## config.mk

```make
export PLATFORM = sky130hd
export DESIGN_NAME = scoring_round_ctrl
export DESIGN_NICKNAME = d
export VERILOG_FILES = /design/src/rtl/scoring_pkg.sv /design/src/rtl/scoring_row_tally.sv /design/src/rtl/scoring_round_ctrl.sv
export SDC_FILE = /design/constraint.sdc
export NUM_CORES = 1
export LEC_CHECK = 0
export ABC_CLOCK_PERIOD_IN_PS = 34500
export CAP_MARGIN = 10
export CORE_MARGIN = 2
export CORE_UTILIZATION = 44
export DETAILED_ROUTE_END_ITERATION = 12
export GPL_TIMING_DRIVEN = 0
export PLACE_DENSITY = 0.92
export SKIP_CTS_REPAIR_TIMING = 1
export SYNTH_ARGS = -nofsm -noshare
export SYNTH_HDL_FRONTEND = slang
export SYNTH_SLANG_ARGS = --single-unit
```

## constraint.sdc

```tcl
create_clock -name clk -period 34.5 [get_ports clk]
set_input_delay 10.35 -clock clk [delete_from_list [all_inputs] [get_ports clk]]
set_output_delay 10.35 -clock clk [all_outputs]
set_load 0.02 [all_outputs]
```

## src/rtl/scoring_pkg.sv

```systemverilog
// Shared types and helpers for the scoring round controller.
package scoring_pkg;

  // Round sequencer states.
  typedef enum logic [2:0] {
    StIdle,
    StLoad,
    StWaitDone,
    StTally,
    StReport
  } ctrl_state_e;

  // One 2-bit entry of the scoring matrix.
  typedef logic [1:0] score_entry_t;

  // Width needed for a row tally: the largest sum is 3*(n-1).
  function automatic int unsigned score_width(input int unsigned n);
    return $clog2(3 * n + 1);
  endfunction

endpackage

```

## src/rtl/scoring_row_tally.sv

```systemverilog
// Combinational row tally: sums one matrix row, skipping the diagonal entry.
module scoring_row_tally
  import scoring_pkg::*;
#(
  parameter int unsigned N       = 10,
  parameter int unsigned SCORE_W = score_width(N),
  parameter int unsigned IDX_W   = $clog2(N)
) (
  input  logic [N*2-1:0]     row_vec,
  input  logic [IDX_W-1:0]   row_idx,
  output logic [SCORE_W-1:0] row_sum
);

  score_entry_t entry;

  // Accumulate every entry except the row's comparison against itself.
  always_comb begin
    row_sum = '0;
    entry   = '0;
    for (int unsigned c = 0; c < N; c++) begin
      entry = row_vec[2*c +: 2];
      if (IDX_W'(c) != row_idx) begin
        row_sum = row_sum + SCORE_W'(entry);
      end
    end
  end

endmodule

```

## src/rtl/scoring_round_ctrl.sv

```systemverilog
// Round sequencer for the N x N 2-bit scoring matrix: loads N columns as one-hot
// writes, waits for the matrix done flag, tallies rows and reports the winner.
// Optional: define SCORING_CTRL_TIMEOUT_EN to add a WAIT_DONE watchdog and the
// timeout_err output.
module scoring_round_ctrl
  import scoring_pkg::*;
#(
  parameter int unsigned N       = 10,
  parameter int unsigned SCORE_W = score_width(N),
  parameter int unsigned TIMEOUT = 64
) (
  input  logic                 clk,
  input  logic                 rst,
  input  logic                 start,
  input  logic                 col_valid,
  output logic                 col_ready,
  input  logic [N*2-1:0]       col_data,
  output logic [N*2-1:0]       mat_data_in,
  output logic [N-1:0]         mat_data_valid,
  input  logic                 mat_done,
  input  logic [N*N*2-1:0]     matrix_in,
  output logic                 result_valid,
  input  logic                 result_ready,
  output logic [$clog2(N)-1:0] winner_idx,
  output logic [SCORE_W-1:0]   winner_score,
`ifdef SCORING_CTRL_TIMEOUT_EN
  output logic                 timeout_err,
`endif
  output logic                 busy
);

  localparam int unsigned     IdxW    = $clog2(N);
  localparam logic [IdxW-1:0] LastIdx = IdxW'(N - 1);
  localparam logic [N-1:0]    SelCol0 = N'(1);

  if (N < 2 || TIMEOUT < 1) begin : g_param_check
    $error("scoring_round_ctrl: N must be >= 2 and TIMEOUT >= 1");
  end

  ctrl_state_e          state_q, state_d;
  logic [IdxW-1:0]      col_cnt_q, col_cnt_d;
  logic [IdxW-1:0]      row_cnt_q, row_cnt_d;
  logic [SCORE_W-1:0]   best_score_q, best_score_d;
  logic [IdxW-1:0]      best_idx_q, best_idx_d;
  logic [N*2-1:0]       mat_data_in_q, mat_data_in_d;
  logic [N-1:0]         mat_data_valid_q, mat_data_valid_d;

`ifdef SCORING_CTRL_TIMEOUT_EN
  localparam int unsigned TimeoutW = $clog2(TIMEOUT + 1);
  logic [TimeoutW-1:0] wait_cnt_q, wait_cnt_d;
`endif

  // Split the flat matrix into rows so the tally can be muxed by the row counter.
  logic [N*2-1:0]     rows [N];
  logic [N*2-1:0]     row_vec;
  logic [SCORE_W-1:0] row_sum;

  for (genvar r = 0; r < N; r++) begin : g_rows
    assign rows[r] = matrix_in[r*N*2 +: N*2];
  end

  assign row_vec = rows[row_cnt_q];

  scoring_row_tally #(
    .N       (N),
    .SCORE_W (SCORE_W),
    .IDX_W   (IdxW)
  ) u_row_tally (
    .row_vec (row_vec),
    .row_idx (row_cnt_q),
    .row_sum (row_sum)
  );

  // Next-state, datapath updates and handshake outputs.
  always_comb begin
    state_d          = state_q;
    col_cnt_d        = col_cnt_q;
    row_cnt_d        = row_cnt_q;
    best_score_d     = best_score_q;
    best_idx_d       = best_idx_q;
    mat_data_in_d    = mat_data_in_q;
    mat_data_valid_d = '0;
    col_ready        = 1'b0;
    result_valid     = 1'b0;
`ifdef SCORING_CTRL_TIMEOUT_EN
    wait_cnt_d       = '0;
    timeout_err      = 1'b0;
`endif
    unique case (state_q)
      StIdle: begin
        if (start) begin
          state_d   = StLoad;
          col_cnt_d = '0;
        end
      end
      StLoad: begin
        col_ready = 1'b1;
        if (col_valid) begin
          mat_data_valid_d = SelCol0 << col_cnt_q;
          mat_data_in_d    = col_data;
          if (col_cnt_q == LastIdx) begin
            col_cnt_d = '0;
            state_d   = StWaitDone;
          end else begin
            col_cnt_d = col_cnt_q + IdxW'(1);
          end
        end
      end
      StWaitDone: begin
        // A done seen while the last write is still in flight belongs to the old round.
        if (mat_data_valid_q == '0 && mat_done) begin
          state_d   = StTally;
          row_cnt_d = '0;
        end
`ifdef SCORING_CTRL_TIMEOUT_EN
        else if (wait_cnt_q == TimeoutW'(TIMEOUT)) begin
          timeout_err = 1'b1;
          state_d     = StIdle;
        end else begin
          wait_cnt_d = wait_cnt_q + TimeoutW'(1);
        end
`endif
      end
      StTally: begin
        // Strict greater-than keeps the lowest index on ties.
        if (row_cnt_q == '0 || row_sum > best_score_q) begin
          best_score_d = row_sum;
          best_idx_d   = row_cnt_q;
        end
        if (row_cnt_q == LastIdx) begin
          row_cnt_d = '0;
          state_d   = StReport;
        end else begin
          row_cnt_d = row_cnt_q + IdxW'(1);
        end
      end
      StReport: begin
        result_valid = 1'b1;
        if (result_ready) begin
          state_d = StIdle;
        end
      end
      default: state_d = StIdle;
    endcase
  end

  // State and datapath registers; synchronous reset aborts any round in flight.
  always_ff @(posedge clk) begin
    if (rst) begin
      state_q          <= StIdle;
      col_cnt_q        <= '0;
      row_cnt_q        <= '0;
      best_score_q     <= '0;
      best_idx_q       <= '0;
      mat_data_in_q    <= '0;
      mat_data_valid_q <= '0;
    end else begin
      state_q          <= state_d;
      col_cnt_q        <= col_cnt_d;
      row_cnt_q        <= row_cnt_d;
      best_score_q     <= best_score_d;
      best_idx_q       <= best_idx_d;
      mat_data_in_q    <= mat_data_in_d;
      mat_data_valid_q <= mat_data_valid_d;
    end
  end

`ifdef SCORING_CTRL_TIMEOUT_EN
  // Watchdog counter, cleared whenever the controller is outside WAIT_DONE.
  always_ff @(posedge clk) begin
    if (rst) begin
      wait_cnt_q <= '0;
    end else begin
      wait_cnt_q <= wait_cnt_d;
    end
  end
`endif

  assign mat_data_in    = mat_data_in_q;
  assign mat_data_valid = mat_data_valid_q;
  assign winner_idx     = best_idx_q;
  assign winner_score   = best_score_q;
  assign busy           = (state_q != StIdle);

endmodule

```

==> reports/metrics.csv <==
stage,metric,value,unit
run_status,status,completed,
placed_design,PortBufs,265,
hold_path,Hold Startpoint,mat_data_in[16],
synthesis,synth warn,0,
critical_path,most common cell type on the critical path,fa_1,
hold_path,worst hold path class,register to register,
critical_path,worst-path cell with the longest stage delay,fa_1,
timing,RSZ-0062 raised after global routing,false,
finish,Final nets,1109,
timing,Final Skew,0.00434,ns
cts,clock slew at reported path FFs,0.07,ns
floorplan,Starting Density,0.448,
synthesis,Synth area leader,dfxtp_1,
timing,post-route setup TNS,0,ns
critical_path,R2R cell count,47,
pwr,Power Density,88.4,nW/um^2
cts,CTS sink count,50,
critical_path,WP data arrival,21.73,ns
synthesis,Post-synth top flop,dfxtp_1,
floorplan,die width,112,um
global_route,largest net degree at the start of global routing,16,
finish,share of cells above drive strength 1,0.0914,
cts,H-tree Lvls,2,
critical_path,CP endpoint,winner_score[1],
critical_path,CP startpoint kind,primary input,
timing,Setup WS post-layout,12.94,ns
critical_path,R2R Path Start,row_cnt_q[0],
placed_design,Placer Congestion,0.957,
routing,DR vias,5700,
routing,drt initial violations,420,
global_route,gr usage total,0.312,
floorplan,die height,112,um
synthesis,"top cells by area, synth","dfxtp_1 20%, mux4_2 17%, mux2i_1 7.7%",
critical_path,R2R Setup Slk,21.60,ns
finish,Multi-input gate area,3820,um^2
pwr,worst vdd ir,0.132,mV
synthesis,Synth Register Bits,50,
critical_path,CP endpoint kind,register,
global_route,vias in the first global route,5930,
routing,DRT Pass-1 Iters,5,
hold_path,hold depth,2,
routing,vias per cell,5.70,
finish,post-route cell area,8100,um^2
timing,"Slew Viols, Final",0,
job,number of max-cap violations,0,
cts,Max Buffers Root-to-Sink,2,
pwr,total power,716,uW
synthesis,net count after synthesis,837,
timing,Min Hold Slack,0.453,ns
global_route,initial antenna violation count,2,
synthesis,"EDFF count, synth",0,
finish,Layout Area Growth over Synthesis,59.1,%
placed_design,"worst slack, placed",12.81,ns
floorplan,I/O pin count,268,
timing,Tmin final,21.56,ns
placed_design,placed cell area,7920,um^2
critical_path,Worst Setup SP,matrix_in[22],
synthesis,"FFs w/ async S/R, synth",0,
critical_path,WP data required,34.67,ns
routing,antenna-violating nets left,0,
critical_path,crit path max fanout,10,
routing,Residual DRC,0,
finish,register area,1000,um^2
synthesis,Post-synth top cells,"68 x nand2_1, 60 x nor2_1, 54 x a21oi_1, 50 x dfxtp_1, 39 x mux2i_1",
synthesis,Mapped Cells,580,
timing,final setup violation count,0,
finish,Final Util,0.712,
cts,CTS tree,built,
synthesis,synthesized area,5090,um^2
placed_design,placed cell count,988,
synthesis,share of the synthesized area in the top cell type,0.197,
routing,Routed WL per cell,19.6,um
cts,Num CTS Buffers,5,
synthesis,Avg Inst Size Synth,8.77,um^2
pwr,leakage,2.91,nW
critical_path,RR Endpoint,winner_score[1],
synthesis,synth unique cells,59,
timing,relative slew slack,0.411,
global_route,first-pass GRT wire length,30600,um
global_route,gr ovfl total,0,
placed_design,DP Wirelength,16500,um
critical_path,Crit path largest cell delay,0.56,ns
cts,Root Buffer,clkbuf_16,
floorplan,Core Region,11400,um^2
routing,final wirelength,19600,um
floorplan,die area,12400,um^2
critical_path,Setup CP Type,primary input to register,
timing,Slew @ Worst Pin,0.884,ns
finish,Non-Filler Instances,1000,
floorplan,Site Rows,39,
finish,Fillers,829,
timing,Peak Freq,0.0464,GHz
cts,Skew-Pair Late Insertion Delay,0.29,ns
synthesis,most frequent cell after synthesis,nand2_1,
timing,Final Cycle Share,0.625,
synthesis,sequential share of the synthesized area,0.197,
timing,endpoints failing hold,0,
placed cells by master (no fill, tap or decap), drive strengths merged, types with 5 or more instances in the layout:
| cell type | instances |
|---|---|
| clkdlybuf4s50 | 265 |
| nand2 | 68 |
| nor2 | 60 |
| a21oi | 55 |
| dfxtp | 50 |
| mux2i | 39 |
| mux4 | 38 |
| clkbuf | 33 |
| inv | 28 |
| ha | 22 |
| o21ai | 22 |
| a22oi | 18 |
| xnor2 | 12 |
| buf | 12 |
| mux2 | 11 |
| nor2b | 9 |
| fa | 9 |
| o21a | 9 |
| nor4 | 8 |
| nor3 | 8 |
| a211oi | 7 |
| or2 | 7 |
| nand2b | 6 |
| nand3 | 5 |
| and3 | 5 |
worst max-delay path: cells and delay by family:
kind	cells	cell delay, ns
fa+ha+maj	11	4.95
compound gates	10	2.22
simple gates	9	0.93
xor+xnor	2	0.40
mux	6	1.33
buf+inv	9	1.54
final cells by class:
class / instances / area share
timing repair buffer: 265 / 0.328
inverter: 28 / 0.0130
antenna: 4 / 0.00124
clock buffer: 6 / 0.0159
tap: 143 / 0.0221
multi-input combinational: 463 / 0.472
buffer: 39 / 0.0202
sequential: 50 / 0.124
clock inverter: 2 / 0.00464
cell families after synthesis:
logic type                 after synthesis  synth area share
DFF                                     50             0.197
muxes                                   88             0.269
and+or+nand+nor                        197             0.190
xor gates and xnor gates                16            0.0386
adders and majority gates               31            0.0895
buffers and inverters                   67            0.0529
AOI/OAI and AO/OA                      131             0.164
flip-flops by register name (all words and copies together) (netlist names):
name and count:
col_cnt_q 4, mat_data_in 20, mat_data_valid 10, row_cnt_q 4, state_q 3, winner_idx 4
winner_score 5
layer usage:
layer | part of all wire | GRT usage | up-vias | routed length [um]
li1 | - | - | 2675 | -
met1 | 0.38 | 0.391 | 2676 | 7530
met2 | 0.48 | 0.520 | 298 | 9350
met3 | 0.11 | 0.101 | 51 | 2150
met4 | 0.028 | 0.0840 | 0 | 552
met5 | 0 | 0 | - | 0
power by group:
group / leakage, nW / internal [mW] / switching (mW) / total, mW
Clock: 0.0771 / 0.0342 / 0.0215 / 0.0558
Sequential: 0.405 / 0.0637 / 0.00397 / 0.0676
Combinational: 2.42 / 0.281 / 0.311 / 0.592
worst min path at each step:
| stage | end | slack, ns |
|---|---|---|
| detailed placement | mat_data_in[16] | 0.45 |
| global placement | mat_data_in[5] | 0.44 |
| global route | mat_data_in[11] | 0.47 |
| CTS | mat_data_in[16] | 0.45 |
| finish | mat_data_in[16] | 0.45 |
| floorplan | state_q[1] | 0.48 |
(Power assumes the default switching activity.)
